==> src/rtl/watchdog_pkg.sv <==
// rtl/watchdog_pkg.sv - shared types and constants for the result unloader
package watchdog_pkg;

    localparam int BYTES_PER_WORD = 4;
    localparam logic [1:0] LAST_BYTE_IDX = 2'(BYTES_PER_WORD - 1);

    typedef enum logic [1:0] {
        S_IDLE         = 2'd0,
        S_PRESENT      = 2'd1,
        S_WAIT_RELEASE = 2'd2
    } unloader_state_t;

    function automatic logic [7:0] select_byte(input logic [31:0] word, input logic [1:0] idx);
        return word[{idx, 3'b000} +: 8];
    endfunction

endpackage

==> src/rtl/pin_sync.sv <==
// rtl/pin_sync.sv - multi-flop synchronizer for an asynchronous input pin
module pin_sync #(
    parameter int STAGES = 2
) (
    input  logic clk,
    input  logic rst_n,
    input  logic ena,
    input  logic d,
    output logic q
);

    logic [STAGES-1:0] sync_q;

    always_ff @(posedge clk or negedge rst_n) begin
        if (!rst_n) begin
            sync_q <= '0;
        end else if (ena) begin
            sync_q[0] <= d;
            for (int i = 1; i < STAGES; i++) begin
                sync_q[i] <= sync_q[i-1];
            end
        end
    end

    assign q = sync_q[STAGES-1];

endmodule

==> src/rtl/result_unloader.sv <==
// rtl/result_unloader.sv - unloads a 32-bit result as four bytes over a four-phase pin handshake
module result_unloader
    import watchdog_pkg::*;
#(
    parameter int TIMEOUT_CYCLES = 1023,
    parameter int SYNC_STAGES    = 2
) (
    input  logic               clk,
    input  logic               rst_n,
    input  logic               ena,
    input  logic signed [31:0] result,
    input  logic               result_valid,
    input  logic               host_ack,
    output logic [7:0]         out_pins,
    output logic               out_valid,
    output logic               out_last,
    output logic               unloader_busy,
    output logic               frame_done,
    output logic               timeout_err,
    output logic               overrun_err
);

    localparam int CNT_W = $clog2(TIMEOUT_CYCLES + 1);
    localparam logic [CNT_W-1:0] CNT_LAST = CNT_W'(TIMEOUT_CYCLES - 1);

    unloader_state_t  state;
    logic [31:0]      hold;
    logic [1:0]       byte_idx;
    logic [CNT_W-1:0] cnt;
    logic             frame_done_q;
    logic             ack_s;

    pin_sync #(.STAGES(SYNC_STAGES)) u_ack_sync (
        .clk   (clk),
        .rst_n (rst_n),
        .ena   (ena),
        .d     (host_ack),
        .q     (ack_s)
    );

    // Ack edges are tested before the timeout so a late but valid handshake still completes.
    always_ff @(posedge clk or negedge rst_n) begin
        if (!rst_n) begin
            state        <= S_IDLE;
            hold         <= '0;
            byte_idx     <= '0;
            cnt          <= '0;
            frame_done_q <= 1'b0;
            timeout_err  <= 1'b0;
            overrun_err  <= 1'b0;
        end else if (ena) begin
            frame_done_q <= 1'b0;
            if (result_valid && state != S_IDLE) begin
                overrun_err <= 1'b1;
            end
            case (state)
                S_IDLE: begin
                    if (result_valid) begin
                        hold        <= $unsigned(result);
                        byte_idx    <= '0;
                        cnt         <= '0;
                        timeout_err <= 1'b0;
                        state       <= S_PRESENT;
                    end
                end
                S_PRESENT: begin
                    if (ack_s) begin
                        cnt   <= '0;
                        state <= S_WAIT_RELEASE;
                    end else if (cnt == CNT_LAST) begin
                        cnt         <= '0;
                        timeout_err <= 1'b1;
                        state       <= S_IDLE;
                    end else begin
                        cnt <= cnt + 1'b1;
                    end
                end
                S_WAIT_RELEASE: begin
                    if (!ack_s) begin
                        cnt <= '0;
                        if (byte_idx == LAST_BYTE_IDX) begin
                            frame_done_q <= 1'b1;
                            state        <= S_IDLE;
                        end else begin
                            byte_idx <= byte_idx + 1'b1;
                            state    <= S_PRESENT;
                        end
                    end else if (cnt == CNT_LAST) begin
                        cnt         <= '0;
                        timeout_err <= 1'b1;
                        state       <= S_IDLE;
                    end else begin
                        cnt <= cnt + 1'b1;
                    end
                end
                default: state <= S_IDLE;
            endcase
        end
    end

    assign out_valid     = (state == S_PRESENT);
    assign out_pins      = select_byte(hold, byte_idx);
    assign out_last      = out_valid && (byte_idx == LAST_BYTE_IDX);
    assign unloader_busy = (state != S_IDLE);
    assign frame_done    = frame_done_q & ena;

endmodule
==> config.mk <==
export PLATFORM = sky130hd
export DESIGN_NAME = result_unloader
export DESIGN_NICKNAME = d
export VERILOG_FILES = /design/src/rtl/watchdog_pkg.sv /design/src/rtl/pin_sync.sv /design/src/rtl/result_unloader.sv
export SDC_FILE = /design/constraint.sdc
export NUM_CORES = 1
export LEC_CHECK = 0
export ABC_AREA = 1
export CAP_MARGIN = 10
export CORE_UTILIZATION = 37
export DETAILED_ROUTE_END_ITERATION = 6
export GPL_TIMING_DRIVEN = 0
export PLACE_DENSITY_LB_ADDON = 0.2
export SYNTH_ARGS = -nofsm -noshare
export SYNTH_HDL_FRONTEND = slang
export SYNTH_SLANG_ARGS = --single-unit
==> constraint.sdc <==
create_clock -name clk -period 4.6 [get_ports clk]
set_clock_uncertainty 0.05 [all_clocks]
set_input_delay 0.46 -clock clk [delete_from_list [all_inputs] [get_ports clk]]
set_output_delay 0.46 -clock clk [all_outputs]
set_load 0.02 [all_outputs]
After elaboration in Yosys (flattened, before gate mapping)
Index checks and enable logic that the tools add are counted.
{"block": "word_totals", "regBits": 51, "word_cells": 56}
{"block": "op_classes", "add_sub_neg": 2, "eq_ne": 9, "shifts": 1, "mux": 23, "n_bitwise": 1, "reduce_logical": 12}
{"op": "10-bit two-way mux", "n": 4}
{"op": "32-bit by 6-bit variable part select with 8-bit output", "n": 1}
{"op": "10-bit case mux with 3 select lines", "n": 1}
{"op": "2-bit two-way mux", "n": 7}
{"op": "10-bit by 1-bit adder with 10-bit output, second input constant", "n": 1}
{"op": "10-bit == test, second input constant", "n": 1}
{"op": "5-bit AND reduction", "n": 2}
{"op": "1-bit two-way mux", "n": 8}
{"op": "2-bit inequality test, second input constant", "n": 4}
{"op": "2-bit case mux with 3 select lines", "n": 1}
{"op": "3-bit AND reduction", "n": 2}
{"op": "2-bit == test, second input constant", "n": 2}
{"op": "2-bit case mux with 2 select lines", "n": 1}
{"op": "2-bit AND reduction", "n": 2}
{"op": "2-bit nonzero test", "n": 2}
{"op": "1-bit case mux with 3 select lines", "n": 1}
{"op": "3-bit nonzero test", "n": 1}
{"op": "2-bit by 1-bit adder with 2-bit output, second input constant", "n": 1}
{"op": "2-bit by 1-bit == test with 1-bit output, second input constant", "n": 1}
{"op": "1-bit logical AND", "n": 2}
{"op": "2-bit zero test", "n": 1}
{"op": "2-bit by 1-bit inequality test with 1-bit output, second input constant", "n": 1}
{"op": "1-bit bitwise AND", "n": 1}

Longest topological paths before layout
Gate-level depths: netlist of run 1.
{"block": "depth", "depth_word": 4, "depth_mapped": 10, "ltp_nobuf": 9}

Cells and area by module
From an unflattened synthesis of run 1, not the netlist that was laid out.
{"block": "hier_totals", "hier_cells": 277, "hier_area_um2": 2675.1}
{"module": "result_unloader", "n_inst": 1, "cells_each": 268, "area_per_inst_um2": 2598.7}
{"module": "pin_sync", "n_inst": 1, "cells_each": 9, "area_per_inst_um2": 76.3}

Worst setup path after synthesis of run 1
Ideal clock, no wire load.
{"block": "synth_timing", "path_type": "register -> output", "from": "register byte_idx[0]", "to": "output out_pins[7]", "arrival_ns": 1.248, "setup_slack_ns": 2.842, "path_stages_with_launch": 6, "path_buffers": 2, "cell_sequence": "dfrtp_1 > buf_2 > inv_1 > buf_2 > o21ai_0 > o22ai_1"}
{"block": "synth_between", "elab_chain_len": 1}
{"item": "start, declared", "line_no": "result_unloader.sv:28", "source": "logic [1:0] byte_idx;"}
{"item": "start signal, assigned", "line_no": "result_unloader.sv:85", "source": "byte_idx <= byte_idx + 1'b1;"}
{"item": "32-bit by 6-bit variable part select with 8-bit output", "line_no": "watchdog_pkg.sv:14", "source": "return word[{idx, 3'b000} +: 8];"}
{"item": "end, declared", "line_no": "result_unloader.sv:14", "source": "output logic [7:0] out_pins,"}
Every way passes these cells.

Worst setup path after layout of run 1
Same ends and word-level chain as after synthesis.

==> impl_metrics.env, run 1 <==
export IMPL_first_global_vias=1930
export IMPL_start_util_pct=38.3
export IMPL_end_kind="output pin"
export IMPL_dpl_instance_area_um2=3240
export IMPL_post_cts_resize_count=0
export IMPL_fillCellCount=675
export IMPL_crit_path_cell_trace="buf_2 > clkbuf_1 > o21ai_0 > o22ai_1 > clkdlybuf4s50_1"
export IMPL_hold_slack_ns=-0.0000714
export IMPL_drtIter0Drc=53
export IMPL_rr_endpoint="byte_idx[1]$_DFFE_PN0P_"
export IMPL_coreArea_um2=6830
export IMPL_final_core_util_pct=49.0
export IMPL_drt_total_wl_um=5410
export IMPL_yosys_warnings=0
export IMPL_yosysTopAreaCellShare_pct=48.7
export IMPL_startpoint="byte_idx[0]$_DFFE_PN0P_"
export IMPL_ioPinCount=51
export IMPL_ant_nets=0
export IMPL_globalplace_congestion=0.792
export IMPL_clk_pin_slew_ns=0.09
export IMPL_synth_area_um2=2620
export IMPL_crit_fanout=10
export IMPL_diodes=0
export IMPL_synth_common_cells="51 x dfrtp_1, 39 x nand2_1, 33 x nor2_1"
export IMPL_powerDensity_nw_per_um2=553
export IMPL_violations="hold timing"
export IMPL_grt_pass1_wl_um=9250
export IMPL_synth_edff_count=0
export IMPL_instances_no_fill=418
export IMPL_die_area_um2=7420
export IMPL_yosysSeqAreaShare_pct=48.7
export IMPL_r2r_start="state[0]$_DFFE_PN0P_"
export IMPL_fmax_mhz=354
export IMPL_seqCellArea_um2=1280
export IMPL_htreeDepth=2
export IMPL_stdcell_area_um2=3350
export IMPL_synthDistinctLibCells=28
export IMPL_rsz0062_at_grt="no"
export IMPL_rows=30
export IMPL_final_nets=366
export IMPL_dp_hpwl_um=3930
export IMPL_antenna_found_initial=0
export IMPL_die_y_um=86.1
export IMPL_worstMarginPinSlew_ns=0.502
export IMPL_vias=1915
export IMPL_ys_async_sr_fraction_pct=100
export IMPL_die_width_um=86.1
export IMPL_rrSetupSlack_ns=2.94
export IMPL_drt_pass1_iter_count=4
export IMPL_post_cts_setup_buffers=0
export IMPL_wl_per_cell_um=12.9
export IMPL_syn_to_final_growth_pct=28.0
export IMPL_worstPathArrival_ns=2.31
export IMPL_cp_start_kind="flip-flop"
export IMPL_cts_root_buf="clkbuf_8"
export IMPL_drive_above_1_share_pct=20.2
export IMPL_ctsHoldBuffers=0
export IMPL_critPathRequiredTime_ns=4.09
export IMPL_ys_ff_latch=51
export IMPL_synth_flop_cell="dfrtp_1"
export IMPL_dp_cells=411
export IMPL_numClockSinks=51
export IMPL_relSlewSlack_pct=66.5
export IMPL_slew_violations=0
export IMPL_syn_nets=309
export IMPL_syn_inst=265
export IMPL_multi_input_area_um2=1160
export IMPL_setup_tns_ns=0
export IMPL_ir_worst_vdd_v=0.000290
export IMPL_p_leak_uw=0.00147
export IMPL_clk_path_buf_depth=2
export IMPL_clk_latency_ns=0.30
export IMPL_crit_type="reg -> out"
export IMPL_maxCapViolCount=0
export IMPL_period_minus_slack_ns=2.82
export IMPL_cts_made_buffers=5
export IMPL_critPathSlowestCell="clkdlybuf4s50_1"
export IMPL_status="finished with violations"
export IMPL_grt_max_degree=40
export IMPL_cpPeakStageDelay_ns=0.63
export IMPL_grtUsageTotal_pct=16.0
export IMPL_rr_worst_depth=6
export IMPL_yosys_area_top_type="dfrtp_1"
export IMPL_final_period_utilization_pct=61.3
export IMPL_setup_viol=0
export IMPL_drc_errors=0
export IMPL_cts_tree="done"
export IMPL_via_per_inst=4.58
export IMPL_hold_viol=1
export IMPL_synth_top_cells_by_area="dfrtp_1 49%, mux2_2 14%, nand2_1 5.6%"
export IMPL_overflow=0
export IMPL_portBuffers=49
export IMPL_hold_class="in -> async"
export IMPL_synth_most_common_cell="dfrtp_1"
export IMPL_syn_avg_cell_area_um2=9.88
[power breakdown]
| part | total, µW | switching (µW) | internal [µW] |
|---|---|---|---|
| Combinational | 847 | 438 | 410 |
| Sequential | 698 | 84.6 | 614 |
| Clock | 308 | 149 | 159 |
| Total | 1850 | 672 | 1180 |
[sequential cells by signal, indices dropped and copies added, names as in the netlist]
signal	flops
byte_idx	2
cnt	10
frame_done_q	1
hold	32
overrun_err	1
state	2
timeout_err	1
u_ack_sync.sync_q	2
[cells in the final DEF (no fill, tap or decap), types with 4 or more instances in the layout]
| master | synthesis | routed |
|---|---|---|
| dfrtp_1 | 51 | 51 |
| clkdlybuf4s50_1 | 0 | 48 |
| nand2_1 | 39 | 39 |
| nor2_1 | 33 | 33 |
| mux2_2 | 32 | 32 |
| inv_1 | 26 | 26 |
| o21ai_0 | 23 | 23 |
| o22ai_1 | 9 | 9 |
| ha_1 | 7 | 7 |
| nand3_1 | 5 | 5 |
| clkbuf_8 | 0 | 5 |
| buf_6 | 4 | 4 |
| inv_2 | 4 | 4 |
[worst max-delay path: cells and delay by family (launching register included)]
kind,cells,cell delay [ns]
AOI/OAI and AO/OA,2,0.37
buffers and inverters,3,1.27
DFF,1,0.37
[through the flow]
| stage | setup slack [ns] | total power (µW) |
|---|---|---|
| floorplan | 2.84 | 1260 |
| CTS | 1.74 | 1880 |
| global route | 1.62 | 1980 |
| detailed placement | 2.11 | 1560 |
| global placement | 1.36 | 1550 |
| finish | 1.78 | 1850 |
[worst max path at each step]
stage,depth (start not counted),slack (ns),to
after floorplan,5,2.84,out_pins[7]
after global placement,1,1.36,hold[7]$_DFFE_PN0P_
after detailed placement,5,2.11,out_pins[7]
after CTS,5,1.74,out_pins[7]
after global routing,5,1.62,out_pins[7]
final,5,1.78,out_pins[7]
[cells by family after synthesis]
family          Yosys count  synth area share, %
simple gates             90                 16.7
flops                    51                 48.7
compound gates           41                 8.70
buf+inv                  39                 6.98
mux                      33                 14.2
fa+ha+maj                 7                 3.34
xor+xnor                  4                 1.34
[final cells by class]
type | count | share of cell area (%)
clock buffer | 5 | 2.05
clock inverter | 2 | 1.12
sequential | 51 | 38.1
multi-input combinational | 175 | 34.6
tap | 96 | 3.58
buffer | 9 | 2.09
timing repair buffer | 50 | 15.1
inverter | 30 | 3.36
[routing by layer]
layer | vias up | GRT usage [%] | routed length (µm)
met5 | - | 0 | 0
met4 | 0 | 4.55 | 38
met3 | 4 | 3.37 | 257
met2 | 38 | 26.6 | 2580
met1 | 895 | 21.0 | 2540
li1 | 978 | - | -
(Power assumes the default switching activity.)
==> run 2: changes to the inputs <==
==> constraint.sdc (replaced) <==
create_clock -name clk -period 2.3 [get_ports clk]
set_clock_uncertainty 0.05 [all_clocks]
set_input_delay 0.23 -clock clk [delete_from_list [all_inputs] [get_ports clk]]
set_output_delay 0.23 -clock clk [all_outputs]
set_load 0.02 [all_outputs]
==> impl_metrics.env, run 2 (same netlist as run 1, synthesis figures left out) <==
export IMPL_grt_pass1_wl_um=9250
export IMPL_dp_hpwl_um=3930
export IMPL_period_minus_slack_ns=2.19
export IMPL_rsz0062_at_grt="no"
export IMPL_drt_pass1_iter_count=4
export IMPL_switching_share_pct=36.9
export IMPL_crit_fanout=10
export IMPL_crit_type="reg -> out"
export IMPL_dp_cells=411
export IMPL_clk_path_buf_depth=2
export IMPL_globalplace_congestion=0.792
export IMPL_maxCapViolCount=0
export IMPL_hold_slack_ns=0.174
export IMPL_path_delay_family="buffers and inverters"
export IMPL_hold_viol=0
export IMPL_largestRegisters="hold x32, cnt x10"
export IMPL_use_met2_pct=26.5
export IMPL_crit_path_cell_trace="buf_2 > inv_1 > buf_4 > nor2_1 > o22ai_1 > dlygate4sd2_1"
export IMPL_power_uw=3630
export IMPL_mostFrequentLayoutCells="51 x dfrtp_1, 40 x clkdlybuf4s50_1, 39 x nand2_1, 33 x nor2_1, 32 x mux2_2"
export IMPL_first_global_vias=1920
export IMPL_rows=30
export IMPL_ant_nets=0
export IMPL_grt_max_degree=40
export IMPL_p_leak_uw=0.00149
export IMPL_use_met3_pct=3.37
export IMPL_diodes=0
export IMPL_pwr_share_seq_pct=38.5
export IMPL_drive_above_1_share_pct=20.4
export IMPL_drtIter0Drc=46
export IMPL_overflow=0
export IMPL_worstPathArrival_ns=1.91
export IMPL_cts_tree="done"
export IMPL_final_core_util_pct=49.1
export IMPL_end_kind="output pin"
export IMPL_hold_class="in -> reg"
export IMPL_final_common_cell="dfrtp_1"
export IMPL_critPathBufInv=4
export IMPL_drc_errors=0
export IMPL_cts_made_buffers=5
export IMPL_slew_violations=0
export IMPL_worstMarginPinSlew_ns=0.430
export IMPL_cellInternalPower_uw=2290
export IMPL_largest_register="hold"
export IMPL_cp_start_kind="flip-flop"
export IMPL_ir_worst_vdd_v=0.000533
export IMPL_die_width_um=86.1
export IMPL_via_per_inst=4.57
export IMPL_numClockSinks=51
export IMPL_wl_per_cell_um=12.9
export IMPL_final_period_utilization_pct=95.1
export IMPL_fmax_mhz=457
export IMPL_instances_no_fill=419
export IMPL_setup_viol=0
export IMPL_p_comb_share_pct=44.5
export IMPL_coreArea_um2=6830
export IMPL_powerDensity_nw_per_um2=1080
export IMPL_drt_total_wl_um=5420
export IMPL_critPathSlowestCell="dfrtp_1"
export IMPL_p_switching_uw=1340
export IMPL_use_met1_pct=21.0
export IMPL_clk_latency_ns=0.30
export IMPL_htreeDepth=2
export IMPL_largest_reg_flops=32
export IMPL_vias=1914
export IMPL_syn_to_final_growth_pct=28.1
export IMPL_clk_pin_slew_ns=0.09
export IMPL_p_clk_share_pct=17.0
export IMPL_cpPeakStageDelay_ns=0.40
export IMPL_cts_root_buf="clkbuf_8"
export IMPL_critPathRequiredTime_ns=2.02
export IMPL_grtUsageTotal_pct=16.0
export IMPL_die_area_um2=7420
export IMPL_ioPinCount=51
export IMPL_die_y_um=86.1
export IMPL_antenna_found_initial=0
export IMPL_status="finished, final reports clean"
export IMPL_start_util_pct=38.3
export IMPL_top_usage_layer="met2"
export IMPL_portBuffers=49
export IMPL_setup_tns_ns=0
export IMPL_final_nets=367
export IMPL_relSlewSlack_pct=71.0
run 2: path summary, 6_finish.rpt:
| path | depth (start not counted) | slack, ns | to | start |
|---|---|---|---|---|
| max | 6 | 0.11 | out_pins[6] | byte_idx[0]$_DFFE_PN0P_ |
| min | 2 | 0.17 | u_ack_sync.sync_q[1]$_DFFE_PN0P_ | ena |
| max reg2reg | 6 | 0.64 | byte_idx[0]$_DFFE_PN0P_ | state[0]$_DFFE_PN0P_ |
| min reg2reg | 2 | 0.44 | u_ack_sync.sync_q[1]$_DFFE_PN0P_ | u_ack_sync.sync_q[0]$_DFFE_PN0P_ |
| max in group asynchronous | 3 | 1.38 | hold[6]$_DFFE_PN0P_ | rst_n |
| min in group asynchronous | 2 | 0.31 | cnt[1]$_DFFE_PN0P_ | rst_n |
run 2: layout make-up:
type	count	area, µm²
Clock inverter	2	37.5
Timing Repair Buffer	51	507
Multi-Input combinational cell	175	1160
Inverter	30	113
Buffer	9	73.8
Tap cell	96	120
Clock buffer	5	68.8
Sequential cell	51	1280
Fill cell	680	3480
run 2: per-stage QoR:
step                setup WS (ns)  instance area, µm²
finish                      0.113                3360
global route               0.0103                3360
CTS                        0.0724                3350
detailed placement         0.0393                3240
global placement           -0.708                3230
floorplan                   0.772                2620
run 2: timing repair:
action / 4_1_cts / 5_1_grt
hold buffers: 1 / 0
endpoints found under the setup margin: 8 / 1
endpoints found under the hold margin: 12 / 0
gates resized for setup: 10 / 1
buffers inserted: 0 / 0
run 2: layer usage:
layer	part of all wire, %	up-vias
met2	48	40
li1	-	978
met1	47	894
met4	0.35	0
met5	0	-
met3	4.8	2
run 2: power groups by stage:
stage / clock network [µW] / logic (µW) / registers, µW
final: 615 / 1610 / 1400
after global routing: 668 / 1770 / 1440
after CTS: 640 / 1640 / 1400
after detailed placement: 0 / 1710 / 1420
after global placement: 0 / 1690 / 1410
after floorplan: 0 / 1150 / 1360
==> run 3: changes to the inputs <==
--- a/config.mk
+++ b/config.mk
@@ -8,6 +8,7 @@
 export ABC_AREA = 1
 export CAP_MARGIN = 10
 export CORE_UTILIZATION = 37
+export CTS_CLUSTER_SIZE = 12
 export DETAILED_ROUTE_END_ITERATION = 6
 export GPL_TIMING_DRIVEN = 0
 export PLACE_DENSITY_LB_ADDON = 0.2
==> results of run 3 <==
Final layout, timing and power as in run 2 (identical DEF).
